File: src/rtl/mem_port_arbiter.sv
// mem_port_arbiter
//   Shares the single-port CPU memory between instruction fetch (If) and
//   load/store (D). One access at a time, fixed read latency MEM_LAT
//   (1..15). Ties are broken round-robin against Owner.
//
// Ports
//   clk, Reset               clock, synchronous active-low reset
//   IfReq/IfAddr             fetch request (level) and address
//   IfRdata/IfDone           fetched word (registered), one-cycle done pulse
//   DReq/DWe/DAddr/DWdata    data request (level), write flag, address, store data
//   DRdata/DDone             load data (registered), one-cycle done pulse
//   MemAddr/MemWdata         memory address / write data, held for the access
//   MemWrite                 write strobe, first ACCESS cycle of a write only
//   MemRdata                 memory read data
//   MemReady                 only with ARB_MEM_WAIT_EN: extends the access
//   Busy                     high in ACCESS and DONE
//   Owner                    current/last grantee, 0 = If, 1 = D
//
// Optional feature macro: ARB_MEM_WAIT_EN (adds MemReady wait states).

module mem_port_arbiter #(
  parameter int MEM_LAT = 2,
  parameter int ADDR_W  = 32,
  parameter int DATA_W  = 32
) (
  input  logic              clk,
  input  logic              Reset,
  input  logic              IfReq,
  input  logic [ADDR_W-1:0] IfAddr,
  output logic [DATA_W-1:0] IfRdata,
  output logic              IfDone,
  input  logic              DReq,
  input  logic              DWe,
  input  logic [ADDR_W-1:0] DAddr,
  input  logic [DATA_W-1:0] DWdata,
  output logic [DATA_W-1:0] DRdata,
  output logic              DDone,
  output logic [ADDR_W-1:0] MemAddr,
  output logic [DATA_W-1:0] MemWdata,
  output logic              MemWrite,
  input  logic [DATA_W-1:0] MemRdata,
`ifdef ARB_MEM_WAIT_EN
  input  logic              MemReady,
`endif
  output logic              Busy,
  output logic              Owner
);

  localparam int CNT_W = 4;
  localparam logic [CNT_W-1:0] LAST = CNT_W'(MEM_LAT - 1);

  typedef enum logic [1:0] {IDLE, ACCESS, DONE} state_t;

  state_t           state;
  logic [CNT_W-1:0] cnt;
  logic             accWe;     // write flag of the access in flight
  logic             grantD;
  logic             atLast;
  logic             finish;

  // Both requesting: hand the memory to the port that did not own it last.
  assign grantD = DReq & (~IfReq | ~Owner);
  assign atLast = (cnt == LAST);

`ifdef ARB_MEM_WAIT_EN
  assign finish = atLast & MemReady;
`else
  assign finish = atLast;
`endif

  always_ff @(posedge clk) begin
    if (!Reset) begin
      state    <= IDLE;
      cnt      <= '0;
      accWe    <= 1'b0;
      IfRdata  <= '0;
      DRdata   <= '0;
      MemAddr  <= '0;
      MemWdata <= '0;
      MemWrite <= 1'b0;
      IfDone   <= 1'b0;
      DDone    <= 1'b0;
      Busy     <= 1'b0;
      Owner    <= 1'b1;
    end else begin
      IfDone   <= 1'b0;
      DDone    <= 1'b0;
      MemWrite <= 1'b0;
      case (state)
        IDLE: begin
          if (IfReq | DReq) begin
            Owner    <= grantD;
            MemAddr  <= grantD ? DAddr : IfAddr;
            // Fetches never write; drive a clean zero on the write bus.
            MemWdata <= grantD ? DWdata : '0;
            accWe    <= grantD & DWe;
            MemWrite <= grantD & DWe;
            cnt      <= '0;
            Busy     <= 1'b1;
            state    <= ACCESS;
          end
        end
        ACCESS: begin
          if (finish) begin
            if (!accWe) begin
              if (Owner) DRdata  <= MemRdata;
              else       IfRdata <= MemRdata;
            end
            if (Owner) DDone  <= 1'b1;
            else       IfDone <= 1'b1;
            state <= DONE;
          end else if (!atLast) begin
            // Saturates at LAST while waiting for MemReady.
            cnt <= cnt + 1'b1;
          end
        end
        DONE: begin
          Busy  <= 1'b0;
          state <= IDLE;
        end
        default: state <= IDLE;
      endcase
    end
  end

endmodule
File: config.mk
export PLATFORM = sky130hd
export DESIGN_NAME = mem_port_arbiter
export DESIGN_NICKNAME = d
export VERILOG_FILES = /design/src/rtl/mem_port_arbiter.sv
export SDC_FILE = /design/constraint.sdc
export NUM_CORES = 1
export LEC_CHECK = 0
export ABC_AREA = 1
export ABC_CLOCK_PERIOD_IN_PS = 1500
export CAP_MARGIN = 20
export CORE_AREA = 4 4 130 132
export DETAILED_ROUTE_END_ITERATION = 10
export DIE_AREA = 0 0 134 136
export HOLD_SLACK_MARGIN = 0.1
export PLACE_DENSITY = 0.75
export SLEW_MARGIN = 20
export SYNTH_ARGS = -nofsm -noshare
export SYNTH_HDL_FRONTEND = slang
export SYNTH_SLANG_ARGS = --single-unit
File: constraint.sdc
create_clock -name clk -period 1.5 [get_ports clk]
set_clock_uncertainty 0.1 [all_clocks]
set_input_delay 0.375 -clock clk [delete_from_list [all_inputs] [get_ports clk]]
set_output_delay 0.375 -clock clk [all_outputs]
set_load 0.005 [all_outputs]
==> reports/results.ini, run 1 <==
[setup_path]
slowest_delay_ns=0.36
crit_chain=nor2_4, inv_2, nor2_4, buf_12, nand2_1, a21oi_2, nor2_1
r2r_start=state[0]
criticalPathCategory=register to register
cp_max_fo=65
timing.critical_path.mode_cell=nor2_4
regToRegSetupSlack_ns=0.03
critPathArrivalTime_ns=1.67
cp.required_ns=1.70
start_kind=register
crit_path_top_delay_cell=dfxtp_4
startpoint=state[0]
end_kind=register

[sta]
slew_viol_final=0
rsz0062_at_grt=yes
holdWs_ns=0.334
postLayoutSetupSlackWorst_ns=0.0291
period_minus_slack_ns=1.47
finalSetupViolCount=0
hold_viol=0
max_freq_ghz=0.680
finalCritPeriodShare_pct=98.1
tightest_slew_ns=0.361
relSlewSlack_pct=75.9
setup_tns_ns=0

[cts]
cts_hold_buf=0
path_clk_slew_ns=0.06
cts_root_buf=clkbuf_16
cts_tree=built
insertion_delay_ns=0.40
htreeDepth=4
tritoncts_num_sinks=140
cts_max_path_buffers=2
cts_inserted_buffers=17

[global_route]
met1_usage_pct=21.9
met3_usage_pct=7.96
overflow=0
grt_max_degree=70
grt_most_used_layer=met2
grt_pass1_wl_um=28300
use_met2_pct=32.6
antenna_found_initial=0
grt_usage_pct=19.2
grt_pass1_vias=5797

[route]
ant_nets=0
avgRoutedWirePerCell_um=14.2
via_per_inst=4.60
wl_um=18500
route.detailed.drc=0
vias=5999
drt-initial-drc-count=313
firstDrtPassIters=5

[layout]
fin_area_um2=9430
fillCellCount=1478
num_antenna_cells=0
layout-drive-gt1-share_pct=13.0
nets=1211
area_delta_synth_final_pct=64.1

[power_and_ir_drop]
p_clk_share_pct=40.3
p_int_mw=7.47
net-switching-power_mw=2.67
ir_drop_uv=778
sw_frac_of_total_pct=26.3
p_comb_share_pct=19.2
p_per_area_nw_per_um2=1080
power_frac_seq_pct=40.5
leakage_nw=4.38

[floorplanning]
start_util_pct=36.6
die-area_um2=18200
io_pins=266
die_x_um=134
rows=46
die_h_um=136
core_area_um2=15700

[status]
outcome=finished, final reports clean

[synthesis]
ys_ff_latch=140
synthesis.nets=937
synth_area_per_cell_um2=7.16
synthArstFlopShare_pct=0
synth_edf_count=0
syn_area_um2=5740
syn_inst=802
synth-main-ff-cell=dfxtp_1
yosysWarnings=0
ys_seq_area_share_pct=48.8
synthDistinctLibCells=25

[flow_run]
drv_cap=0

[placement]
gp_congestion=0.827
dp_slack_ns=-0.418
placed_area_um2=8710
io_buffers=265
post-dp-hpwl_um=12900

[worst_hold_path]
min-delay-start=Reset
min-delay-path-class=input port to register

-- layout by cell type, fill, tap and decap left out, drive strengths merged --
master         Yosys  routed
clkinvlp           0       3
clkdlybuf4s50      0     129
clkinv             1       7
ha                 2       2
bufinv             0       2
nor2             172     172
nand4              2       2
clkdlybuf4s15      0      65
dfxtp            140     140
nand2            207     207
dlymetal6s2s       0       2
buf               35      42
nand3            103     103
clkbuf            18      43
nor3               2       2
o211ai             1       1
o21ai             34      34
dlygate4sd2        0      48
a21oi             39      39
inv               46      46
-- metal layers --
| metal | routed length, um | vias to the layer above | part of all wire [%] |
|---|---|---|---|
| met4 | 403 | 0 | 2.2 |
| met2 | 8990 | 231 | 49 |
| met1 | 7260 | 2672 | 39 |
| met3 | 1840 | 26 | 10 |
| li1 | - | 3070 | - |
| met5 | 0 | - | 0 |
-- cell usage after synthesis (2+ instances only) --
master | instances | area [um2]
buf_2 | 8 | 40.0
nand4_1 | 2 | 12.5
clkbuf_1 | 17 | 63.8
inv_2 | 5 | 18.8
nand3_1 | 102 | 510
nand2_1 | 206 | 773
buf_4 | 8 | 60.1
buf_6 | 12 | 135
a21oi_1 | 39 | 195
o21ai_0 | 33 | 165
dfxtp_1 | 140 | 2800
nor2_2 | 3 | 18.8
nor3_1 | 2 | 10.0
nor2_1 | 163 | 612
nor2_4 | 5 | 56.3
inv_1 | 41 | 154
ha_1 | 2 | 25.0
buf_1 | 7 | 26.3
-- cell type report --
type	count	area (um2)	share of cell area, %
sequential	140	2830	30.1
clock inverter	11	120	1.27
inverter	47	176	1.87
tap	216	270	2.87
timing repair buffer	308	3080	32.7
multi-input combinational	562	2490	26.4
clock buffer	21	450	4.78
-- worst max-delay path, delay by kind of cell, from the launching register on --
kind                   cells  cell delay, ns
buffers and inverters      2            0.31
DFF                        1            0.36
AOI/OAI and AO/OA          1            0.13
and+or+nand+nor            4            0.45
-- through the flow --
stage	utilization [%]	total power, mW	cells
final	60.0	10.1	1305
after detailed placement	55.4	6.16	1261
after floorplan	-	5.02	802
after global routing	60.0	10.6	1305
after CTS	58.2	10.1	1293
after global placement	55.4	6.14	1261
-- sequential cells by signal (all words and copies together), names as in the netlist --
register / flops
IfRdata: 32
MemWdata: 32
IfDone: 1
Owner: 1
DDone: 1
DRdata: 32
accWe: 1
MemAddr: 32
Busy: 1
state: 2
MemWrite: 1
cnt: 4
-- repair_timing --
item,CTS,global route
pin swaps,0,6
setup buffers,0,4
setup endpoints to repair,134,209
resized for setup,159,130
cloned,0,8
-- worst paths after layout --
| check | to | cells past startpoint |
|---|---|---|
| max reg2reg | MemAddr[9] | 7 |
| min | state[0] | 4 |
| min reg2reg | MemWdata[30] | 2 |
| max | MemAddr[9] | 7 |
-- power groups by stage --
stage	clock network [mW]	registers, mW	logic, mW
finish	4.08	4.10	1.95
global route	4.37	4.13	2.14
CTS	4.16	4.09	1.84
detailed placement	0	4.17	1.99
global placement	0	4.16	1.97
floorplan	0	4.18	0.837
-- kinds of logic (layout without fill, tap and decap cells) --
| group | Yosys count | in the layout | share of synthesized area [%] |
|---|---|---|---|
| buffers and inverters | 100 | 387 | 8.82 |
| adder cells (fa/ha/maj) | 2 | 2 | 0.436 |
| AO/OA/AOI/OAI | 74 | 74 | 6.49 |
| flip-flops | 140 | 140 | 48.8 |
| AND/OR/NAND/NOR | 486 | 486 | 35.5 |
No activity file was read; power rests on OpenSTA's default activity.
==> inputs of run 2 (changes only) <==
- CAP_MARGIN: 20 -> default
- PLACE_DENSITY: 0.75 -> default
- PLACE_DENSITY_LB_ADDON: default -> 0.2
- TNS_END_PERCENT: default -> 20
==> run 2 against run 1 <==
Against the previous run:
- the run now ends with negative setup slack left
- global-route usage barely moved
- register-to-register slack got worse by 0.04 ns
- utilization rose by 0.62 points
- largest power group unchanged
- routed wire length rose by 1.7%
- via count fell by 0.68%
- worst setup slack got worse by 0.036 ns
- total power rose by 0.31%
- critical path type unchanged
- cell count rose by 0.54%
- combinational power rose by 5%
- non-clock buffer count rose by 7
==> reports/results.ini, run 2 (synthesis gave the netlist of run 1 again) <==
[setup_path]
crit_chain=nor2_4, inv_2, nor2_4, nand2_4, nor2_4, nand2_1, nand2_1
start_kind=register
critPathArrivalTime_ns=1.76
regToRegSetupSlack_ns=-0.007
cp_max_fo=16
slowest_delay_ns=0.35
crit_path_top_delay_cell=nor2_4
timing.critical_path.mode_cell=nor2_4
reg2regPathDepth=7
rr_endpoint=MemWdata[20]
end_kind=register
criticalPathCategory=register to register
r2r_start=state[1]
cp.required_ns=1.75

[power_and_ir_drop]
leakage_nw=4.42
power_frac_seq_pct=40.3
net-switching-power_mw=2.63
p_per_area_nw_per_um2=1070
ir_drop_uv=698
p_comb_share_pct=20.0
sw_frac_of_total_pct=25.8
p_clk_share_pct=39.7
p_int_mw=7.54

[cts]
cts_tree=built
tritoncts_num_sinks=140
path_clk_slew_ns=0.06
insertion_delay_ns=0.41
cts_root_buf=clkbuf_16
cts_inserted_buffers=17
cts_hold_buf=0
htreeDepth=4
cts_max_path_buffers=2

[route]
wl_met3_um=1930
firstDrtPassIters=6
drt-initial-drc-count=344
via_per_inst=4.54
wl_met2_um=8770
highest_layer=met4
avgRoutedWirePerCell_um=14.3
ant_nets=0
vias=5958
wl_met1_um=7830
route.detailed.drc=0
wl_um=18800

[worst_hold_path]
min-delay-start=MemWdata[29]
whs_endpoint=MemWdata[29]
hold_depth=2
min-delay-path-class=register to register

[sta]
period_minus_slack_ns=1.51
tightest_slew_ns=0.421
slew_viol_final=0
relSlewSlack_pct=71.9
finalSetupViolCount=1
max_freq_ghz=0.664
hold_viol=0
postLayoutSetupSlackWorst_ns=-0.00712
finalCritPeriodShare_pct=100
rsz0062_at_grt=yes

[layout]
num_antenna_cells=0
nets=1220
area_delta_synth_final_pct=65.8
fillCellCount=1484
layout-drive-gt1-share_pct=13.6
most-common-layout-cells=nand2_1, nor2_1, clkdlybuf4s50_1, dfxtp_1, nand3_1
final_common_cell=nand2_1
instances_no_fill=1312

[global_route]
grt_usage_pct=19.2
antenna_found_initial=0
grt_max_degree=67
grt_pass1_wl_um=28000
overflow=0
grt_pass1_vias=5510

[placement]
io_buffers=265
dp_slack_ns=-0.677
gp_congestion=0.781
post-dp-hpwl_um=12700
dpl.cell_count=1266

[floorplanning]
die_h_um=136
core_area_um2=15700
rows=46
die-area_um2=18200
start_util_pct=36.6
die_x_um=134
io_pins=266

[status]
violations=negative setup slack
outcome=finished, violations left

[flow_run]
drv_cap=0

-- run 2: cell type report --
cell class | instances | area (um2) | area share (%)
timing repair buffer | 315 | 3150 | 33.1
tap | 216 | 270 | 2.84
clock buffer | 23 | 468 | 4.91
inverter | 47 | 179 | 1.88
sequential | 140 | 2820 | 29.7
clock inverter | 7 | 91.3 | 0.959
multi-input combinational | 564 | 2540 | 26.7
-- run 2: worst max path at each step --
stage,cells after the start,end,from
2_1_floorplan,7,DRdata[10],cnt[0]
3_3_place_gp,7,accWe,DReq
3_5_place_dp,7,accWe,DReq
4_1_cts,7,accWe,state[1]
5_1_grt,7,MemWdata[21],state[1]
6_report,7,MemWdata[20],state[1]
-- run 2: critical path: cells and delay by family, from the launching register on --
kind	cells	cell delay [ns]
buffers and inverters	1	0.06
DFF	1	0.33
and+or+nand+nor	6	0.96
-- run 2: metrics by stage --
| step | power (mW) | hold WS (ns) | instance area [um2] | setup TNS, ns | utilization, % |
|---|---|---|---|---|---|
| 2_1_floorplan | 5.02 | 0.363 | 5740 | 0 | - |
| 3_3_place_gp | 6.14 | 0.354 | 8720 | -35.95 | 55.5 |
| 3_5_place_dp | 6.15 | 0.362 | 8720 | -37.43 | 55.5 |
| 4_1_cts | 10.1 | 0.302 | 9170 | -4.05 | 58.3 |
| 5_1_grt | 10.6 | 0.379 | 9520 | -2.55 | 60.6 |
| 6_report | 10.2 | 0.363 | 9520 | -0.00712 | 60.6 |
-- run 2: repair_timing --
| item | in CTS | in global routing |
|---|---|---|
| endpoints found under the setup margin | 216 | 216 |
| gates resized for setup | 170 | 133 |
| pin swaps | 11 | 39 |
| setup buffers | 0 | 8 |
| cloned | 0 | 8 |
-- run 2: power by group through the flow --
| stage | Combinational (mW) | Sequential [mW] | Clock (mW) |
|---|---|---|---|
| finish | 2.04 | 4.10 | 4.03 |
| global route | 2.24 | 4.13 | 4.27 |
| CTS | 1.86 | 4.08 | 4.12 |
| detailed placement | 1.99 | 4.16 | 0 |
| global placement | 1.98 | 4.16 | 0 |
| floorplan | 0.837 | 4.18 | 0 |
-- run 2: layer usage --
metal	global-route usage (%)	up-vias
met3	8.88	24
li1	-	3091
met1	22.6	2629
met2	31.4	214
met5	0	-
met4	6.00	0
==> inputs of run 3 (changes only) <==
- ABC_CLOCK_PERIOD_IN_PS: 1500 -> default
==> results of run 3 <==
The final DEF is identical to that of run 2; final timing and power are the same.
==> patch: new RTL, config.mk and constraints of run 1 <==
Change the localparam `CNT_W` from 4 to 5.
--- a/src/rtl/mem_port_arbiter.sv
+++ b/src/rtl/mem_port_arbiter.sv
@@ -46,7 +46,7 @@
   output logic              Owner
 );
 
-  localparam int CNT_W = 4;
+  localparam int CNT_W = 5;
   localparam logic [CNT_W-1:0] LAST = CNT_W'(MEM_LAT - 1);
 
   typedef enum logic [1:0] {IDLE, ACCESS, DONE} state_t;
Check against the original RTL: no difference found for any inputs over 4 cycles, from zero or initial values and one cycle with Reset low; that may be too few to reach the edited logic, so the function may still have changed.
==> patch against run 1 <==
Total power grew 7.4%. Fmax shrank 8.8%. Final cell count grew 4.1%. Setup slack lost 0.14 ns. Final area grew 9.1%. Sequential cell count grew 1. Synthesized area grew 9.3%. Wire length grew 7.3%. The flow now finishes with violations (setup timing). Critical path depth grew 4. Count of clock-buffer cells in the layout shrank 1.
==> patch: results (changes against run 1) <==
sequential share of the synthesized area 45.0% (was 48.8%); net count after synthesis 983 (was 937); metal2 WL 9540 um (was 8990 um); met3 WL 1820 um (was 1840 um); Worst Path Arrival 1.82 ns (was 1.67 ns); Hold Slack 0.340 ns (was 0.334 ns); vias in the first global route 6008 (was 5797); Synth top cells by count 144 x nand2_1, 141 x dfxtp_1, 140 x nor2_1 (was 206 x nand2_1, 163 x nor2_1, 140 x dfxtp_1); M2 GR Usage 34.5% (was 32.6%); met1 wire length 8030 um (was 7260 um); synth unique cells 27 (was 25); largest net degree at the start of global routing 65 (was 70); r2r endpoint IfRdata[29]$_SDFFE_PN0P_ (was MemAddr[9]$_SDFFE_PN0P_); Area after DPL 9340 um^2 (was 8710 um^2); Mean Syn Cell Area 7.40 um^2 (was 7.16 um^2); first-pass GRT wire length 29500 um (was 28300 um); failing checks setup timing; Pleak 4.72 nW (was 4.38 nW); non-filler cells in the finished layout 1359 (was 1305); routed vias/inst 4.67 (was 4.60); drt pass-1 iters 4 (was 5); worst-path maximum fanout 10 (was 65); routability cong. 0.831 (was 0.827); worst slack at placement -0.406 ns (was -0.418 ns); Crit Reg-Reg Startpoint cnt[1]$_SDFFE_PN0P_ (was state[0]$_SDFFE_PN0P_); Sw Ratio 26.0% (was 26.3%); status finished with violations (was finished, final reports clean); 1st-iter DRT viols 266 (was 313); GR Util met1 22.5% (was 21.9%); placed cells 1316 (was 1261); Worst Hold Path EP MemWdata[18]$_SDFFE_PN0P_ (was state[0]$_SDFFE_PN0P_); Synth area leaders dfxtp_1 45%, nand2_1 8.6%, nor2_1 8.4% (was dfxtp_1 49%, nand2_1 13%, nor2_1 11%); layout cells sized above 1 22.5% (was 13.0%); path depth of the worst reg2reg path 11 (was 7); DP HPWL 13600 um (was 12900 um); setup violators final 64 (was 0); Overall Global Routing Usage 20.1% (was 19.2%); worst setup margin -0.113 ns (was 0.0291 ns); Wirelength per Cell 14.6 um (was 14.2 um)
patch: cell count changes in the layout (fill, tap and decap cells not counted), moves of 6 or more:
cell	before	now
nand2_1	202	142
nand3_1	102	42
o21ai_1	0	60
inv_1	40	99
nand3_2	0	29
a21oi_2	1	29
o21ai_0	33	7
nor2_1	162	137
nand2_4	1	21
dlygate4sd2_1	48	37
nand2_2	4	13
buf_4	19	27
clkdlybuf4s15_1	64	70
inv_2	6	12
patch: repair_timing:
action                                  in CTS  in global routing
resized for setup                          189                149
cloned                                       3                  5
setup buffers                                4                  1
endpoints found under the setup margin     194                180
pin swaps                                    1                  3
patch: logic make-up after synthesis:
kind of cell	after synthesis	synth area share (%)
AO/OA/AOI/OAI	138	12.7
AND/OR/NAND/NOR	399	29.1
adder cells (fa/ha/maj)	2	0.399
buffers and inverters	168	12.8
flip-flops	141	45.0
patch: area by class of cell:
cell class | count | area, um^2 | area share, %
inverter | 112 | 420 | 4.09
sequential | 141 | 2860 | 27.8
clock inverter | 10 | 164 | 1.59
tap | 216 | 270 | 2.63
timing repair buffer | 321 | 3260 | 31.7
clock buffer | 20 | 467 | 4.54
multi-input combinational | 539 | 2840 | 27.7
patch: how the worst max path moves through the flow:
stage,start,to,cells after the start
2_1_floorplan,cnt[0]$_SDFFE_PN0P_,DRdata[20]$_SDFFE_PN0P_,9
3_3_place_gp,IfReq,accWe$_SDFFE_PN0P_,7
3_5_place_dp,IfReq,accWe$_SDFFE_PN0P_,7
4_1_cts,cnt[1]$_SDFFE_PN0P_,IfRdata[16]$_SDFFE_PN0P_,10
5_1_grt,cnt[1]$_SDFFE_PN0P_,IfRdata[29]$_SDFFE_PN0P_,11
6_report,cnt[1]$_SDFFE_PN0P_,IfRdata[29]$_SDFFE_PN0P_,11
patch: worst max-delay path, cell delays in order, from the launching register on:
cell and delay [ns]:
dfxtp_2 0.32, inv_2 0.07, ha_4 0.13, inv_2 0.03
nor2_2 0.08, nand2_2 0.10, nor2_8 0.18, buf_6 0.12
buf_12 0.12, nand3_1 0.10, nand2_1 0.10, nor2_1 0.05
patch: power groups by stage:
| stage | Sequential [mW] | Combinational (mW) | Clock (mW) |
|---|---|---|---|
| 2_1_floorplan | 4.22 | 0.976 | 0 |
| 3_3_place_gp | 4.20 | 2.19 | 0 |
| 3_5_place_dp | 4.20 | 2.21 | 0 |
| 4_1_cts | 4.13 | 2.16 | 4.56 |
| 5_1_grt | 4.17 | 2.48 | 4.71 |
| 6_report | 4.14 | 2.28 | 4.47 |
